$ cat config.mk
export PLATFORM = sky130hd
export DESIGN_NAME = pipeline_hazard_sequencer
export DESIGN_NICKNAME = d
export VERILOG_FILES = /design/src/rtl/hazard_pkg.sv /design/src/rtl/sat_counter.sv /design/src/rtl/pipeline_hazard_sequencer.sv
export SDC_FILE = /design/constraint.sdc
export NUM_CORES = 1
export LEC_CHECK = 0
export ABC_AREA = 1
export CELL_PAD_IN_SITES_DETAIL_PLACEMENT = 0
export CELL_PAD_IN_SITES_GLOBAL_PLACEMENT = 1
export CORE_MARGIN = 2
export CORE_UTILIZATION = 32
export DETAILED_ROUTE_END_ITERATION = 10
export HOLD_SLACK_MARGIN = 0.1
export PLACE_DENSITY_LB_ADDON = 0.3
export SLEW_MARGIN = 25
export SYNTH_ARGS = -nofsm -noshare
export SYNTH_HDL_FRONTEND = slang
export SYNTH_SLANG_ARGS = --single-unit
$ cat constraint.sdc
create_clock -name Clk -period 2.2 [get_ports Clk]
set_clock_uncertainty 0.15 [all_clocks]
set_input_delay 0.66 -clock Clk [delete_from_list [all_inputs] [get_ports Clk]]
set_output_delay 0.66 -clock Clk [all_outputs]
set_load 0.005 [all_outputs]
$ cat src/rtl/hazard_pkg.sv
// Shared definitions for the pipeline hazard sequencer: state encoding,
// default parameter values and the hardwired-zero register number.
package hazard_pkg;

  typedef enum logic [1:0] {
    BOOT   = 2'd0,
    RUN    = 2'd1,
    DRAIN  = 2'd2,
    HALTED = 2'd3
  } hz_state_e;

  localparam int BOOT_CYCLES_DEF  = 4;
  localparam int DRAIN_CYCLES_DEF = 4;
  localparam int CNT_W_DEF        = 16;

  localparam logic [4:0] REG_ZERO = 5'd0;

endpackage

$ cat src/rtl/sat_counter.sv
// Saturating event counter: counts Inc pulses, sticks at all-ones,
// and clears only on asynchronous reset.
module sat_counter #(
  parameter int W = 16
) (
  input  logic         Clk,
  input  logic         Reset,
  input  logic         Inc,
  output logic [W-1:0] Count
);

  always_ff @(posedge Clk or negedge Reset) begin
    if (!Reset) begin
      Count <= '0;
    end else if (Inc && (Count != '1)) begin
      Count <= Count + 1'b1;
    end
  end

endmodule

$ cat src/rtl/pipeline_hazard_sequencer.sv
// Central pipeline control for the 5-stage MIPS core: boot flush, load-use
// stalls, MEM-resolved branch flushes and a halt/drain handshake.
module pipeline_hazard_sequencer
  import hazard_pkg::*;
#(
  parameter int BOOT_CYCLES  = BOOT_CYCLES_DEF,
  parameter int DRAIN_CYCLES = DRAIN_CYCLES_DEF,
  parameter int CNT_W        = CNT_W_DEF
) (
  input  logic             Clk,
  input  logic             Reset,
  input  logic [4:0]       ID_Rs,
  input  logic [4:0]       ID_Rt,
  input  logic             ID_UsesRt,
  input  logic             EX_MemRead,
  input  logic [4:0]       EX_Rt,
  input  logic             M_BranchTaken,
  input  logic             HaltReq,
  output logic             PCWrite,
  output logic             IFID_Write,
  output logic             IFID_Flush,
  output logic             IDEX_Flush,
  output logic             EXMEM_Flush,
  output logic             HaltAck,
  output logic [CNT_W-1:0] StallCount,
  output logic [CNT_W-1:0] FlushCount
);

  localparam int CYC_MAX = (BOOT_CYCLES > DRAIN_CYCLES) ? BOOT_CYCLES : DRAIN_CYCLES;
  localparam int DW      = (CYC_MAX > 1) ? $clog2(CYC_MAX) : 1;
  localparam logic [DW-1:0] BOOT_INIT  = DW'(BOOT_CYCLES - 1);
  localparam logic [DW-1:0] DRAIN_INIT = DW'(DRAIN_CYCLES - 1);

  hz_state_e     state_q, state_d;
  logic [DW-1:0] cnt_q, cnt_d;
  logic          lu, br;
  logic          stall_inc, flush_inc;

  assign lu = EX_MemRead && (EX_Rt != REG_ZERO) &&
              ((EX_Rt == ID_Rs) || (ID_UsesRt && (EX_Rt == ID_Rt)));
  assign br = M_BranchTaken;

  always_ff @(posedge Clk or negedge Reset) begin
    if (!Reset) begin
      state_q <= BOOT;
      cnt_q   <= BOOT_INIT;
    end else begin
      state_q <= state_d;
      cnt_q   <= cnt_d;
    end
  end

  always_comb begin
    state_d     = state_q;
    cnt_d       = cnt_q;
    PCWrite     = 1'b0;
    IFID_Write  = 1'b0;
    IFID_Flush  = 1'b0;
    IDEX_Flush  = 1'b0;
    EXMEM_Flush = 1'b0;
    HaltAck     = 1'b0;
    stall_inc   = 1'b0;
    flush_inc   = 1'b0;
    case (state_q)
      BOOT: begin
        IFID_Flush  = 1'b1;
        IDEX_Flush  = 1'b1;
        EXMEM_Flush = 1'b1;
        if (cnt_q == '0) state_d = RUN;
        else             cnt_d   = cnt_q - 1'b1;
      end
      RUN: begin
        PCWrite    = 1'b1;
        IFID_Write = 1'b1;
        // A taken branch squashes the stalled instruction, so it wins over LU
        if (br) begin
          IFID_Flush  = 1'b1;
          IDEX_Flush  = 1'b1;
          EXMEM_Flush = 1'b1;
          flush_inc   = 1'b1;
        end else if (lu) begin
          PCWrite    = 1'b0;
          IFID_Write = 1'b0;
          IDEX_Flush = 1'b1;
          stall_inc  = 1'b1;
        end
        if (HaltReq) begin
          state_d = DRAIN;
          cnt_d   = DRAIN_INIT;
        end
      end
      DRAIN: begin
        IFID_Write = 1'b1;
        IFID_Flush = 1'b1;
        if (br) begin
          PCWrite     = 1'b1;
          IDEX_Flush  = 1'b1;
          EXMEM_Flush = 1'b1;
          flush_inc   = 1'b1;
        end else if (lu) begin
          IFID_Write = 1'b0;
          IFID_Flush = 1'b0;
          IDEX_Flush = 1'b1;
          stall_inc  = 1'b1;
        end
        // Stalled cycles retire nothing, so they do not count toward the drain
        if (!HaltReq) begin
          state_d = RUN;
        end else if (!(lu && !br)) begin
          if (cnt_q == '0) state_d = HALTED;
          else             cnt_d   = cnt_q - 1'b1;
        end
      end
      HALTED: begin
        HaltAck    = 1'b1;
        IFID_Flush = 1'b1;
        IDEX_Flush = 1'b1;
        if (!HaltReq) state_d = RUN;
      end
      default: begin
        state_d     = BOOT;
        cnt_d       = BOOT_INIT;
        IFID_Flush  = 1'b1;
        IDEX_Flush  = 1'b1;
        EXMEM_Flush = 1'b1;
      end
    endcase
  end

  sat_counter #(.W(CNT_W)) u_stall_cnt (
    .Clk   (Clk),
    .Reset (Reset),
    .Inc   (stall_inc),
    .Count (StallCount)
  );

  sat_counter #(.W(CNT_W)) u_flush_cnt (
    .Clk   (Clk),
    .Reset (Reset),
    .Inc   (flush_inc),
    .Count (FlushCount)
  );

endmodule

==> flow_metrics.py, run 1 <==
metrics = {
    "status": {
        "status": "complete, but fails checks",
        "violations": "setup timing",
    },
    "sta": {
        "hold_viol": 0,
        "report.final.slew_viol_count": 0,
        "layout_setup_ws_ns": -0.204,
        "period_share_pct": 109,
        "tightest_slew_ns": 0.471,
        "finalSetupViolCount": 4,
        "max_freq_mhz": 416,
        "rsz0062_at_grt": "true",
        "maxSlewHeadroom_pct": 68.6,
        "fin_crit_ns": 2.40,
    },
    "global_routing": {
        "globalRoute.totalOverflow": 0,
        "grt_pass1_vias": 2197,
        "antenna_found_initial": 0,
        "grt.total_usage_pct": 14.2,
        "grt_max_degree": 37,
        "grt_pass1_wl_microns": 9560,
    },
    "layout": {
        "fill_cells": 721,
        "layout-drive-gt1-share_pct": 25.4,
        "fin_cells": 509,
        "area_growth_pct": 46.2,
        "nets": 438,
        "antennaDiodeCount": 0,
        "final_area_sq_um": 3440,
    },
    "worst_setup_path": {
        "regToRegStartpoint": "state_q[0]",
        "path_max_fanout": 4,
        "critPathLaunchType": "input port",
        "end_kind": "primary output",
        "path_delay_family": "simple AND/OR/NAND/NOR gates",
        "r2r_slack_ns": 0.27,
        "endpoint": "IFID_Flush",
        "crit_path_max_incr_delay_ns": 0.13,
        "crit_type": "in2out",
        "worst_ep_arrival_time_ns": 1.59,
        "cpMaxStageDelayCell": "buf_2",
        "crit_start": "EX_Rt[4]",
        "worstReg2RegEnd": "u_stall_cnt.Count[2]",
        "ff2ff_path_depth": 11,
        "critPathBufInv": 2,
        "crit_path_frequent_cell": "nand2_1",
        "path_depth": 10,
        "cp.required_ns": 1.39,
        "crit_path_cell_trace": "buf_8, nand2_1, nand2_1, nor2_1, nand3_1, nand2_2, nand3_2, nor2_4, o22ai_2, buf_2",
    },
    "placed_design": {
        "gp_congestion": 0.774,
        "place_inst": 498,
        "dp_hpwl_microns": 4210,
        "portBuffers": 58,
        "postPlaceCellArea_sq_um": 3270,
        "dp_slack_ns": -1.16,
    },
    "routing": {
        "drt_pass1_iterations": 4,
        "avgViaCountPerCell": 4.38,
        "vias": 2228,
        "wl_per_cell_microns": 10.9,
        "wl_microns": 5530,
        "drc_errors": 0,
        "drtAntennaViolNets": 0,
        "drtIter0Drc": 55,
    },
    "synth": {
        "yosysWarnings": 0,
        "synth.top_cell.area_share_pct": 36.1,
        "ys_async_sr_fraction_pct": 100,
        "synthTopCellsByArea": "dfrtp_1 36%, nand2_1 17%, xor2_1 7.4%, inv_1 7.0%, nand3_1 6.8%",
        "yosysTopAreaCell": "dfrtp_1",
        "yosysSeqAreaShare_pct": 38.4,
        "synth_area_sq_um": 2350,
        "synthCells": 320,
        "syn_area_per_cell_sq_um": 7.36,
        "synth_cell_types": 25,
        "synth_top_flop_cell": "dfrtp_1",
        "synth_edf_count": 0,
        "synthesis.nets": 349,
        "synth_commonest_cells": "104 x nand2_1, 44 x inv_1, 34 x dfrtp_1, 32 x nand3_1, 27 x nor2_1",
        "ys_ff_latch": 36,
        "yosysMostFrequentCell": "nand2_1",
    },
    "clocking": {
        "clk_pin_slew_ns": 0.07,
        "cts.sinks": 36,
        "cts_buffer_depth": 2,
        "cts_buffers": 5,
        "cts_tree": "done",
        "postCtsHoldBufs": 0,
        "clockRootBuffer": "clkbuf_8",
        "clk-insertion-delay-late_ns": 0.29,
        "cts.htree.levels": 2,
    },
    "pwr": {
        "p_leak_nw": 1.68,
        "power_w": 0.00259,
        "powerDensity_nw_per_um2": 753,
        "peakVddDrop_uv": 508,
    },
    "floorplan": {
        "fp-row-count": 31,
        "core_area_sq_um": 7180,
        "io_pins": 59,
        "die-area_sq_um": 8060,
        "die_h_microns": 89.8,
        "start_util_pct": 32.8,
        "dieWidth_microns": 89.8,
    },
    "job": {
        "cap_viol_max_count": 0,
    },
    "worst_hold_path": {
        "hp-class": "in2async",
    },
}
-- how the worst min path moves through the flow --
stage | to | cells after the start | slack (ns) | startpoint
2_1_floorplan | state_q[0] | 0 | 0.21 | Reset
3_3_place_gp | cnt_q[1] | 2 | 0.30 | cnt_q[1]
3_5_place_dp | cnt_q[0] | 2 | 0.32 | cnt_q[0]
4_1_cts | u_stall_cnt.Count[2] | 2 | 0.27 | Reset
5_1_grt | u_stall_cnt.Count[2] | 2 | 0.31 | Reset
6_report | u_stall_cnt.Count[6] | 2 | 0.26 | Reset
-- flip-flops by register name, summed over array words and instances, names as in the netlist --
register / count
cnt_q: 2
state_q: 2
u_flush_cnt.Count: 16
u_stall_cnt.Count: 16
-- metrics by stage --
stage | TNS [ns] | util (%) | hold WS, ns
final | -0.457 | 48.0 | 0.258
after detailed placement | -19.32 | 45.6 | 0.317
after global placement | -17.51 | 45.6 | 0.301
after CTS | -0.566 | 47.2 | 0.274
after floorplan | -0.0828 | - | 0.214
after global routing | -0.852 | 48.0 | 0.306
-- final cells by class --
cell class / count / area (sq um) / share of cell area (%)
well taps: 99 / 124 / 3.60
flip-flops and latches: 36 / 905 / 26.3
multi-input cells: 236 / 1330 / 38.5
inverters: 44 / 203 / 5.89
repair buffers: 86 / 796 / 23.1
clock buffers: 8 / 90.1 / 2.62
-- where the power goes --
part | internal, W | switching, W
Combinational | 0.000657 | 0.000545
Clock | 0.000256 | 0.000236
Sequential | 0.000781 | 0.000119
Total | 0.00169 | 0.000900
-- logic make-up after synthesis --
| family | Yosys count | share of synthesized area [%] |
|---|---|---|
| adders and majority gates | 8 | 4.25 |
| buffers and inverters | 48 | 8.50 |
| AOI/OAI and AO/OA | 15 | 3.99 |
| DFF | 36 | 38.4 |
| and+or+nand+nor | 183 | 33.7 |
| xor gates and xnor gates | 30 | 11.2 |
-- cells in the final DEF, fill, tap and decap left out, types with 6 or more instances in the layout --
cell type | synthesis | routed
buf_2 | 1 | 8
buf_4 | 1 | 26
buf_6 | 2 | 10
clkbuf_8 | 0 | 6
clkdlybuf4s50_1 | 0 | 33
dfrtp_1 | 34 | 33
ha_1 | 8 | 6
inv_1 | 44 | 31
inv_2 | 0 | 6
nand2_1 | 104 | 90
nand2_2 | 2 | 16
nand3_1 | 32 | 31
nand4_1 | 6 | 6
nor2_1 | 27 | 26
xnor2_1 | 10 | 10
xor2_1 | 20 | 20
-- what timing repair did --
action | in CTS | in global routing
resized for setup | 118 | 19
endpoints found under the setup margin | 24 | 6
pin swaps | 20 | 14
setup buffers | 3 | 0
-- per-layer routing --
layer	share of wire, %	GRT usage [%]	up-vias
met4	0.89	3.85	0
li1	-	-	1176
met5	0	0	-
met1	46	17.1	1015
met3	3.4	3.27	6
met2	50	25.4	31
Note: power is estimated with default switching activity, not from simulation.
==> run 2: changes to the inputs <==
SKIP_CTS_REPAIR_TIMING = 1   (was not set)
==> run 2 against run 1 <==
Compared with the run above: the flow still finishes with violations (setup timing); core utilization rose by 0.87 points; total power rose by 1.9%; sequential power about the same; combinational power rose by 5%.
==> flow_metrics.py, run 2 (same netlist as run 1, synthesis figures left out) <==
metrics = {
    "worst_setup_path": {
        "critPathLaunchType": "input port",
        "end_kind": "primary output",
        "cpMaxStageDelayCell": "buf_2",
        "path_delay_family": "simple AND/OR/NAND/NOR gates",
        "crit_path_cell_trace": "buf_8, nand2_1, nand2_1, nor2_1, nand3_1, nand2_2, buf_6, nand3_4, nor2_4, o22ai_2, buf_2",
        "path_depth": 11,
        "critPathBufInv": 3,
        "crit_path_frequent_cell": "nand2_1",
        "worst_ep_arrival_time_ns": 1.69,
        "cp.required_ns": 1.39,
        "crit_type": "in2out",
        "path_max_fanout": 4,
        "ff2ff_path_depth": 10,
        "crit_path_max_incr_delay_ns": 0.13,
    },
    "layout": {
        "layout_common_cells": "94 x nand2_1, 33 x inv_1, 33 x clkdlybuf4s50_1, 33 x dfrtp_1, 31 x nand3_1",
        "top_regs": "u_flush_cnt.Count (16), u_stall_cnt.Count (16)",
        "layout_commonest_cell": "nand2_1",
        "layout-drive-gt1-share_pct": 24.1,
        "nets": 443,
        "antennaDiodeCount": 0,
        "area_growth_pct": 48.9,
        "final_core_util_pct": 48.9,
    },
    "sta": {
        "rsz0062_at_grt": "true",
        "tightest_slew_ns": 0.475,
        "finalSetupViolCount": 4,
        "max_freq_mhz": 400,
        "maxSlewHeadroom_pct": 68.3,
        "layout_setup_ws_ns": -0.299,
        "fin_crit_ns": 2.50,
        "hold_viol": 0,
        "period_share_pct": 114,
        "report.final.slew_viol_count": 0,
    },
    "clocking": {
        "clk_pin_slew_ns": 0.07,
        "clockRootBuffer": "clkbuf_8",
        "cts_buffer_depth": 2,
        "cts.sinks": 36,
        "clk-insertion-delay-late_ns": 0.29,
        "cts_tree": "done",
        "cts_buffers": 5,
        "cts.htree.levels": 2,
    },
    "floorplan": {
        "io_pins": 59,
        "fp-row-count": 31,
        "die_h_microns": 89.8,
        "core_area_sq_um": 7180,
        "start_util_pct": 32.8,
        "die-area_sq_um": 8060,
        "dieWidth_microns": 89.8,
    },
    "pwr": {
        "pwr-share-seq_pct": 34.0,
        "p_comb_share_pct": 47.5,
        "power_w": 0.00264,
        "p_leak_nw": 1.77,
        "power.net_switching_w": 0.000913,
        "power.internal_w": 0.00173,
        "powerDensity_nw_per_um2": 754,
        "p_sw_share_pct": 34.5,
        "clkPwrFrac_pct": 18.5,
        "peakVddDrop_uv": 508,
    },
    "global_routing": {
        "grt_max_degree": 37,
        "globalRoute.totalOverflow": 0,
        "grt_pass1_wl_microns": 9430,
        "grt.total_usage_pct": 14.0,
        "grt_pass1_vias": 2166,
        "antenna_found_initial": 0,
    },
    "routing": {
        "drtIter0Drc": 44,
        "vias": 2261,
        "wl_per_cell_microns": 11.0,
        "drt_pass1_iterations": 4,
        "drc_errors": 0,
        "avgViaCountPerCell": 4.40,
        "drtAntennaViolNets": 0,
        "wl_microns": 5640,
    },
    "placed_design": {
        "portBuffers": 58,
        "gp_congestion": 0.774,
        "dp_hpwl_microns": 4210,
    },
    "worst_hold_path": {
        "hp-class": "in2async",
    },
    "status": {
        "status": "complete, but fails checks",
        "violations": "setup timing",
    },
    "job": {
        "cap_viol_max_count": 0,
    },
}
## run 2: cell count changes in the layout (fill, tap and decap cells not counted), moves of 4 or more
cell	before	now
dlymetal6s2s_1	0	5
nand2_1	90	94
nand2_2	16	10
buf_2	8	3
clkbuf_2	0	4
## run 2: power groups by stage
stage | logic, W | registers (W) | clock network, W
final | 0.00126 | 0.000898 | 0.000490
after global routing | 0.00139 | 0.000921 | 0.000543
after detailed placement | 0.00119 | 0.000903 | 0
after global placement | 0.00118 | 0.000907 | 0
after CTS | 0.00120 | 0.000894 | 0.000514
after floorplan | 0.000537 | 0.000897 | 0
## run 2: worst reg2reg max path, stage by stage, from the launching register on
cell and delay, ns:
dfrtp_1 0.36, inv_2 0.07, ha_4 0.29, nand2_4 0.07, buf_4 0.14, buf_4 0.11, inv_1 0.04, nand2_1 0.08
nor2_1 0.26, nand3_1 0.14, xnor2_1 0.14
## run 2: routing by layer
layer / vias to the layer above / routed length (microns) / track usage, %
met5: - / 0 / 0
met4: 0 / 49 / 3.85
met3: 6 / 186 / 3.27
met2: 31 / 2780 / 24.9
met1: 1035 / 2630 / 17.0
li1: 1189 / - / -
## run 2: path summary, 6_finish.rpt
check | start | to | slack [ns]
worst max-delay path | EX_Rt[4] | IFID_Flush | -0.30
worst min register to register | cnt_q[0] | cnt_q[0] | 0.32
max in group asynchronous | Reset | cnt_q[1] | 1.28
min in group Clk | cnt_q[0] | cnt_q[0] | 0.32
worst max register to register | state_q[1] | u_flush_cnt.Count[14] | 0.24
worst min-delay path | Reset | u_stall_cnt.Count[2] | 0.26
## run 2: per-stage QoR
step | TNS [ns] | cell area (sq um) | cells | hold slack (ns) | worst slack, ns
2_1_floorplan | -0.0828 | 2410 | 320 | 0.214 | -0.0828
5_1_grt | -1.07 | 3510 | 514 | 0.306 | -0.377
3_3_place_gp | -17.51 | 3270 | 498 | 0.301 | -1.10
3_5_place_dp | -19.32 | 3270 | 498 | 0.317 | -1.16
4_1_cts | -11.27 | 3360 | 506 | 0.274 | -1.16
6_report | -0.654 | 3510 | 514 | 0.258 | -0.299
## run 2: layout make-up
type	instances	area [sq um]
Fill cell	718	3670
Multi-Input combinational cell	236	1330
Tap cell	99	124
Clock buffer	8	90.1
Sequential cell	36	905
Timing Repair Buffer	91	857
Inverter	44	203
==> run 3: changes to the inputs <==
CELL_PAD_IN_SITES_DETAIL_PLACEMENT = not set   (was 0)
CELL_PAD_IN_SITES_GLOBAL_PLACEMENT = not set   (was 1)
CORE_UTILIZATION = 41   (was 32)
SKIP_LAST_GASP = 1   (was not set)
TNS_END_PERCENT = 30   (was not set)
==> run 3 against run 2 <==
Compared with the run above: cell count down 6.4%; cell area decreased by 2.8%; critical path type unchanged; global-route usage increased by 3.3 points; via count up 0.53%; the run still ends with setup timing left; combinational power shrank 7%; non-clock buffer count shrank 6.
==> flow_metrics.py, run 3 (same netlist as run 1, synthesis figures left out) <==
metrics = {
    "sta": {
        "tightest_slew_ns": 0.452,
        "maxSlewHeadroom_pct": 69.9,
        "rsz0062_at_grt": "true",
        "layout_setup_ws_ns": -0.298,
        "max_freq_mhz": 400,
        "whs_ns": 0.256,
        "period_share_pct": 114,
        "fin_crit_ns": 2.50,
        "finalSetupViolCount": 5,
        "report.final.slew_viol_count": 0,
        "hold_viol": 0,
    },
    "layout": {
        "final_area_sq_um": 3410,
        "top_regs": "u_flush_cnt.Count (16), u_stall_cnt.Count (16)",
        "layout_common_cells": "93 x nand2_1, 35 x clkdlybuf4s50_1, 34 x inv_1, 34 x dfrtp_1, 31 x nand3_1",
        "layout_commonest_cell": "nand2_1",
        "layout-drive-gt1-share_pct": 22.2,
        "area_growth_pct": 44.7,
        "final_core_util_pct": 61.5,
        "nets": 437,
        "fill_cells": 506,
        "antennaDiodeCount": 0,
    },
    "worst_setup_path": {
        "ff2ff_path_depth": 10,
        "crit_type": "in2out",
        "critPathBufInv": 3,
        "path_delay_family": "buffers and inverters",
        "end_kind": "primary output",
        "cp.required_ns": 1.39,
        "cpMaxStageDelayCell": "clkdlybuf4s50_1",
        "crit_path_max_incr_delay_ns": 0.45,
        "critPathLaunchType": "input port",
        "path_max_fanout": 3,
        "path_depth": 7,
        "worst_ep_arrival_time_ns": 1.69,
        "crit_path_cell_trace": "clkdlybuf4s50_1, o21ai_1, inv_2, nand3_4, nor2_4, o22ai_2, buf_2",
    },
    "routing": {
        "vias": 2273,
        "wl_per_cell_microns": 11.2,
        "drc_errors": 0,
        "drt_pass1_iterations": 4,
        "avgViaCountPerCell": 4.73,
        "wl_microns": 5380,
        "drtIter0Drc": 80,
        "drtAntennaViolNets": 0,
    },
    "global_routing": {
        "globalRoute.totalOverflow": 0,
        "antenna_found_initial": 0,
        "grt_pass1_vias": 2149,
        "grt_pass1_wl_microns": 8940,
        "grt.total_usage_pct": 17.3,
        "grt_max_degree": 37,
    },
    "placed_design": {
        "postPlaceCellArea_sq_um": 3190,
        "portBuffers": 58,
        "dp_slack_ns": -1.14,
        "dp_hpwl_microns": 4060,
        "gp_congestion": 0.837,
    },
    "floorplan": {
        "die_h_microns": 79.8,
        "io_pins": 59,
        "start_util_pct": 42.5,
        "fp-row-count": 27,
        "core_area_sq_um": 5540,
        "die-area_sq_um": 6370,
        "dieWidth_microns": 79.8,
    },
    "worst_hold_path": {
        "hp-class": "in2async",
    },
    "clocking": {
        "clockRootBuffer": "clkbuf_8",
        "cts_buffers": 5,
        "cts.sinks": 36,
        "cts_tree": "done",
        "clk_pin_slew_ns": 0.07,
        "clk-insertion-delay-late_ns": 0.28,
        "cts_buffer_depth": 2,
        "cts.htree.levels": 2,
    },
    "pwr": {
        "peakVddDrop_uv": 603,
        "powerDensity_nw_per_um2": 767,
        "power_w": 0.00261,
        "p_leak_nw": 1.72,
    },
    "status": {
        "violations": "setup timing",
        "status": "complete, but fails checks",
    },
    "job": {
        "cap_viol_max_count": 0,
    },
}
[run 3: changes by cell type in the layout (fill, tap and decap cells not counted), sizes merged]
| cell | previous run | this run |
|---|---|---|
| bufinv | 0 | 1 |
| buf | 49 | 40 |
| clkinv | 0 | 1 |
| dlymetal6s2s | 5 | 4 |
| clkdlybuf4s50 | 33 | 35 |
[run 3: power breakdown]
group | internal, W | switching (W) | total, W | leakage [nW]
Combinational | 0.000620 | 0.000548 | 0.00117 | 1.20
Sequential | 0.000779 | 0.0000993 | 0.000878 | 0.463
Clock | 0.000336 | 0.000231 | 0.000567 | 0.0552
Total | 0.00174 | 0.000878 | 0.00261 | 1.72
[run 3: path summary, 6_finish.rpt]
| kind | startpoint | end | slack [ns] |
|---|---|---|---|
| worst min-delay path | Reset | u_stall_cnt.Count[2] | 0.26 |
| min in group Clk | cnt_q[1] | cnt_q[1] | 0.32 |
| max in group asynchronous | Reset | cnt_q[1] | 1.30 |
| worst min register to register | cnt_q[1] | cnt_q[1] | 0.32 |
| worst max register to register | u_stall_cnt.Count[1] | u_stall_cnt.Count[2] | 0.17 |
| worst max-delay path | EX_MemRead | IFID_Flush | -0.30 |
[run 3: layout make-up]
cell class | instances | area (sq um) | share of cell area, %
clock buffers | 6 | 72.6 | 2.13
well taps | 72 | 90.1 | 2.64
clock inverters | 2 | 35.0 | 1.03
multi-input cells | 236 | 1340 | 39.3
inverters | 44 | 200 | 5.88
repair buffers | 85 | 768 | 22.5
flip-flops and latches | 36 | 903 | 26.5
[run 3: through the flow]
stage / instances / TNS, ns
5_1_grt: 481 / -1.45
6_report: 481 / -1.04
2_1_floorplan: 320 / -0.0828
4_1_cts: 475 / -10.67
3_3_place_gp: 467 / -15.94
3_5_place_dp: 467 / -18.05
[run 3: layer usage]
layer / vias up / routed length [microns] / track usage, %
li1: 1171 / - / -
met1: 1052 / 2340 / 21.3
met2: 45 / 2770 / 31.5
met3: 5 / 227 / 3.17
met4: 0 / 32 / 3.56
met5: - / 0 / 0
